===== src/rtl/div_arbiter.sv =====
// Two-requester round-robin front end for a shared iterative divider.
// Accepts one operation at a time, launches it, waits for completion or timeout, returns a response.
module div_arbiter #(
    parameter int unsigned TIMEOUT = 64
) (
    input  logic        clk,
    input  logic        rst_n,
    input  logic        req0_valid,
    output logic        req0_ready,
    input  logic [1:0]  req0_ctrl,
    input  logic [31:0] req0_num,
    input  logic [31:0] req0_den,
    input  logic        req1_valid,
    output logic        req1_ready,
    input  logic [1:0]  req1_ctrl,
    input  logic [31:0] req1_num,
    input  logic [31:0] req1_den,
    output logic        rsp_valid,
    input  logic        rsp_ready,
    output logic        rsp_id,
    output logic [31:0] rsp_result,
    output logic        rsp_err,
    output logic        div_start,
    output logic [1:0]  div_ctrl,
    output logic [31:0] div_numerator,
    output logic [31:0] div_denominator,
    input  logic [31:0] div_result,
    input  logic        div_done
);

    localparam int unsigned CNT_W = $clog2(TIMEOUT + 1);
    localparam int unsigned DATA_W = 32;

    typedef enum logic [1:0] {
        ST_IDLE,
        ST_START,
        ST_BUSY,
        ST_RESP
    } state_t;

    state_t              state_q, state_d;
    logic                last_q, last_d;
    logic                id_q, id_d;
    logic [1:0]          ctrl_q, ctrl_d;
    logic [DATA_W-1:0]   num_q, num_d;
    logic [DATA_W-1:0]   den_q, den_d;
    logic [CNT_W-1:0]    cnt_q, cnt_d;
    logic [DATA_W-1:0]   result_q, result_d;
    logic                err_q, err_d;
    logic                rsp_valid_q, rsp_valid_d;
    logic                div_start_q, div_start_d;

    logic                grant_c;
    logic                accept_c;

    // Round-robin: on a tie the requester not served last wins.
    assign grant_c    = (req0_valid && req1_valid) ? ~last_q : req1_valid;

    // Ready is combinational from valid; held low while reset is asserted.
    assign req0_ready = rst_n && (state_q == ST_IDLE) && req0_valid && !grant_c;
    assign req1_ready = rst_n && (state_q == ST_IDLE) && req1_valid && grant_c;
    assign accept_c   = req0_ready || req1_ready;

    assign rsp_valid       = rsp_valid_q;
    assign rsp_id          = id_q;
    assign rsp_result      = result_q;
    assign rsp_err         = err_q;
    assign div_start       = div_start_q;
    assign div_ctrl        = ctrl_q;
    assign div_numerator   = num_q;
    assign div_denominator = den_q;

    // State and captured-operand registers.
    always_ff @(posedge clk or negedge rst_n) begin
        if (!rst_n) begin
            state_q     <= ST_IDLE;
            last_q      <= 1'b1;
            id_q        <= 1'b0;
            ctrl_q      <= '0;
            num_q       <= '0;
            den_q       <= '0;
            cnt_q       <= '0;
            result_q    <= '0;
            err_q       <= 1'b0;
            rsp_valid_q <= 1'b0;
            div_start_q <= 1'b0;
        end else begin
            state_q     <= state_d;
            last_q      <= last_d;
            id_q        <= id_d;
            ctrl_q      <= ctrl_d;
            num_q       <= num_d;
            den_q       <= den_d;
            cnt_q       <= cnt_d;
            result_q    <= result_d;
            err_q       <= err_d;
            rsp_valid_q <= rsp_valid_d;
            div_start_q <= div_start_d;
        end
    end

    // Next-state and next-output logic.
    always_comb begin
        state_d     = state_q;
        last_d      = last_q;
        id_d        = id_q;
        ctrl_d      = ctrl_q;
        num_d       = num_q;
        den_d       = den_q;
        cnt_d       = cnt_q;
        result_d    = result_q;
        err_d       = err_q;
        rsp_valid_d = 1'b0;
        div_start_d = 1'b0;

        case (state_q)
            ST_IDLE: begin
                if (accept_c) begin
                    id_d        = grant_c;
                    ctrl_d      = grant_c ? req1_ctrl : req0_ctrl;
                    num_d       = grant_c ? req1_num  : req0_num;
                    den_d       = grant_c ? req1_den  : req0_den;
                    div_start_d = 1'b1;
                    state_d     = ST_START;
                end
            end
            ST_START: begin
                // div_done may still be high from the previous operation; ignore it here.
                cnt_d   = '0;
                state_d = ST_BUSY;
            end
            ST_BUSY: begin
                if (div_done) begin
                    result_d    = div_result;
                    err_d       = 1'b0;
                    rsp_valid_d = 1'b1;
                    state_d     = ST_RESP;
                end else if (cnt_q == CNT_W'(TIMEOUT - 1)) begin
                    result_d    = '1;
                    err_d       = 1'b1;
                    rsp_valid_d = 1'b1;
                    state_d     = ST_RESP;
                end else begin
                    cnt_d = cnt_q + CNT_W'(1);
                end
            end
            ST_RESP: begin
                rsp_valid_d = 1'b1;
                if (rsp_ready) begin
                    rsp_valid_d = 1'b0;
                    last_d      = id_q;
                    state_d     = ST_IDLE;
                end
            end
            default: state_d = ST_IDLE;
        endcase
    end

endmodule

===== config.mk =====
export PLATFORM = sky130hd
export DESIGN_NAME = div_arbiter
export DESIGN_NICKNAME = d
export VERILOG_FILES = /design/src/rtl/div_arbiter.sv
export SDC_FILE = /design/constraint.sdc
export NUM_CORES = 1
export LEC_CHECK = 0
export CORE_MARGIN = 4
export CORE_UTILIZATION = 35
export DETAILED_ROUTE_END_ITERATION = 10
export PLACE_DENSITY = 0.74
export SLEW_MARGIN = 30
export SYNTH_ARGS = -nofsm -noshare
export SYNTH_HDL_FRONTEND = slang
export SYNTH_SLANG_ARGS = --single-unit

===== constraint.sdc =====
create_clock -name clk -period 4.8 [get_ports clk]
set_input_delay 0.48 -clock clk [delete_from_list [all_inputs] [get_ports clk]]
set_output_delay 0.48 -clock clk [all_outputs]
set_load 0.02 [all_outputs]

; ---- After elaboration in Yosys (flattened, before gate mapping)
; Index checks and enable logic that the tools add are counted.
[classes]
n_mul = 0
addsub = 1
mux = 22
n_eq_ne = 9
magnitude_cmp = 0
n_reduce_logical = 16
n_shift = 0
div = 0
bitwise_logic = 1
[ops]
columns = operator, n
row1 = 2-to-1 mux 32 bit, 4
row2 = 2-to-1 mux 7 bit, 2
row3 = one-hot mux 7 bit (2 select lines), 1
row4 = 2-to-1 mux 2 bit, 5
row5 = 2-to-1 mux 1 bit, 8
row6 = inequality test 2 bit (second input constant), 4
row7 = one-hot mux 2 bit (4 select lines), 1
row8 = adder 7 x 1 -> 7 bit (second input constant), 1
row9 = equality test 7 x 6 -> 1 bit (second input constant), 1
row10 = logical AND 1 bit, 6
row11 = AND reduction 2 bit, 3
row12 = AND reduction 3 bit, 2
row13 = equality test 2 bit (second input constant), 2
row14 = nonzero test 2 bit, 2
row15 = inequality test 3 bit (second input constant), 1
row16 = equality test 2 x 1 -> 1 bit (second input constant), 1
row17 = zero test 2 bit, 1
row18 = one-hot mux 1 bit (2 select lines), 1
row19 = zero test 1 bit, 1
row20 = logical OR 1 bit, 1
row21 = inverter 1 bit, 1
[totals]
output_inout_bits = 104
rom_bits = 0
n_memories = 0
ff_bits = 112
in_bits = 170
ram_bits = 0
latchBits = 0

; ---- Logic depth before layout (Yosys ltp)
[logic_depth]
depth_word = 7
depth_mapped = 7
depth_no_buf = 6

; ---- Worst setup path before layout
; OpenSTA, ideal clock, no wires.
[synth_path]
path_kind = input to output
from = input req1_valid
to = output req0_ready
path_stages = 5
slack_ns = 3.004
t_arrival_ns = 1.316
path_cell_list = a21boi_1 -> buf_2 -> buf_6 -> buf_8 -> nor2_1
[synth_via]
elab_chain_len = 4
[synth_rtl]
columns = item, line
row1 = "start, declared", 13  ; input logic req1_valid,
row2 = logical AND 1 bit, 57  ; assign grant_c = (req0_valid && req1_valid) ? ~last_q : req1_valid;
row3 = 2-to-1 mux 1 bit *, 57
row4 = zero test 1 bit *, 60  ; assign req0_ready = rst_n && (state_q == ST_IDLE) && req0_valid && !grant_c;
row5 = logical AND 1 bit *, 60
row6 = "end, declared", 9  ; output logic req0_ready,
; Every way passes the cells marked *; elsewhere a longest branch is shown, timed or not.

; ---- Worst setup path after layout
; Ends and elaborated chain as after synthesis.

==> run metrics <==
dpl ws=1920 ps; GRT Util Overall=0.178; net switching power=~1.7 mW; RSZ-0062 raised after global routing=false; Post-Route WL=14200 um; TritonCTS Buffers=9; Max FO, Critical Path=33; area of the die=16000 sq um; DP Area=between 7000 and 8000 sq um; Final Cycle Share=0.598; Tmin final=between 2000 and 3000 ps; Final WS setup=1930 ps; final cell count without fillers=870; standard-cell row count=42; sequential share of power=0.344; clock-pin slew on the worst setup and hold paths=70 ps; commonest non-fill, non-tap cell in the layout=clkdlybuf4s50_1; combinational share of power=0.491; post-layout net count=864; count of final max-slew check failures=0; Synth cell types=38; critical path's top delay family=buffers and inverters; # IOs=274; CTS tree=built; Crit path arrival time=about 2400 ps; Int Power=2.94 mW; CP startpoint kind=input pin; ANT cells=0; vias per cell=4.77; ANT nets after route=0; placed cell count=853; Final Hold Violating Endpoints=0; Max Cap Viol=0; clock power share=0.165; number of gates resized after cts=0; gpl congestion=between 0.7 and 0.8; CP max stage delay=560 ps; CP Buf/Inv Count=3; Initial DRT Pass Iterations=4; post-synthesis area per instance=around 11 sq um; ys flop type=dfrtp_1; Max transition margin=0.456; largest net degree at the start of global routing=91; Max Fclk=348 MHz; initial antenna violation count=0; final design area excluding fillers=8080 sq um; VDD IR-drop max=0.324 mV; kind of end point of the critical path=output pin; Final TNS setup=0 ps; switching share of power=0.370; Final HPWL DP=roughly 11000 um; Overflow after GRT=0; most frequent cells in the layout=272 x clkdlybuf4s50_1, 111 x dfrtp_1, 73 x nand2_1, 69 x mux2i_1, 65 x o21ai_0; area occupied by multi-input gates=1940 sq um; Post-Syn Area=slightly below 5000 sq um; CP dominant cell by count=clkdlybuf4s50_1; H-tree Lvls=3; clk_skew=11.1 ps; number of global-route vias before repair=about 4400; power per standard cell area=between 500 and 600 nW/um^2; Post-synth EDFFs=0; Worst EP required=4320 ps; FF-to-FF Start=state_q[0]; WS Path Type=input pin to output pin; syn nets=604; layout cells sized above 1=0.0461; Crit-path slowest cell=clkdlybuf4s50_1; via count=a little over 4000; average wire per standard cell=16.4 um; LEAKAGE=roughly 3.5 nW; Setup crit start=req1_valid; TritonCTS Sinks=112; 1st-iter DRT viols=around 180; YS warnings=0; # DRC=0; Root Buffer=clkbuf_16; cell count after synthesis=429; Initial Util=0.363; Area contributors post-synth=dfrtp_1 57%, mux2i_1 14%, o21ai_0 6.6%, o22a_1 5.7%, nand2_1 5.7%; Synth Register Bits=112; Die Wd=between 100 and 150 um; first-pass GRT wire length=22700 um; fill count=1100; Setup violations, final=0; Post-CTS Setup Bufs=0; Reg area=2800 sq um; input/output buffers=273; Die Ht=126 um; Post-synth ARST share=1.00; status=finished, final reports clean; Clock Path Buffers=2; crit-path cells=clkdlybuf4s50_1 > a21boi_4 > buf_4 > nor2_1 > clkdlybuf4s50_1; Clock Latency Late Sink=340 ps; Synth top area share=0.566; slew at the pin with the worst max-slew slack=817 ps; core area=13500 sq um; area leader, netlist=dfrtp_1; hold crit path type=input pin to async pin; register area share after synthesis=0.572; Hold-fix buffers, CTS=0; Area Growth Syn to Fin=64.8%
worst paths after layout:
check,slack (ps),endpoint,depth (start not counted)
hold reg to reg,480,div_denominator[19],2
min in group clk,480,div_denominator[19],2
setup / recovery,1930,req0_ready,5
max in group asynchronous,3360,rsp_result[21],2
setup reg to reg,2620,rsp_result[21],5
hold / removal,150,rsp_result[24],1
state kept, by name, summed over array words and instances, names as in the netlist:
| name | cells |
|---|---|
| div_start | 1 |
| last_q | 1 |
| state_q | 2 |
| rsp_id | 1 |
| rsp_err | 1 |
| rsp_result | 32 |
| div_denominator | 32 |
| rsp_valid | 1 |
| div_numerator | 32 |
| cnt_q | 7 |
| div_ctrl | 2 |
power by group through the flow:
stage / clock (mW) / sequential (mW) / combinational [mW]
6_report: 0.767 / 1.60 / 2.29
5_1_grt: 0.832 / 1.66 / 2.46
4_1_cts: 0.794 / 1.61 / 2.33
3_5_place_dp: 0 / 1.62 / 2.32
3_3_place_gp: 0 / 1.60 / 2.27
2_1_floorplan: 0 / 2.08 / 0.681
metrics by stage:
stage / util / total power, mW / hold WS (ps)
2_1_floorplan: - / 2.76 / 184
3_3_place_gp: 0.574 / 3.86 / 462
3_5_place_dp: 0.574 / 3.94 / 469
4_1_cts: 0.597 / 4.73 / 172
5_1_grt: 0.598 / 4.95 / 204
6_report: 0.598 / 4.66 / 150
synthesized netlist by cell type (2+ instances only):
master,count
dfrtp_1,111
nand2_1,74
mux2i_1,69
o21ai_0,65
o22a_1,32
buf_2,11
clkbuf_1,11
ha_1,5
inv_1,5
and3_1,4
buf_4,4
a31oi_1,3
nand3_1,3
o21ai_1,3
a21oi_1,2
a31o_2,2
buf_8,2
nor2_1,2
nor2b_1,2
cell type report:
cell class                      count  share of cell area
Tap cell                          176              0.0273
Clock inverter                      3             0.00589
Sequential cell                   112               0.347
Clock buffer                       13              0.0322
Timing Repair Buffer              278               0.345
Multi-Input combinational cell    283               0.240
Inverter                            5             0.00232
cells by family after synthesis:
logic type / Yosys count / share of synthesized area
DFF: 112 / 0.572
xor gates and xnor gates: 1 / 0.00179
AOI/OAI and AO/OA: 115 / 0.153
muxes: 71 / 0.145
buffers and inverters: 34 / 0.0380
adders and majority gates: 5 / 0.0128
and+or+nand+nor: 91 / 0.0773
per-layer routing:
layer,vias to the layer above,GRT usage,part of all wire
met4,0,0.0707,0.023
met3,23,0.0475,0.067
met1,1932,0.198,0.38
li1,2035,-,-
met5,-,0,0
met2,156,0.323,0.53
Note: power is estimated with default switching activity, not from simulation.
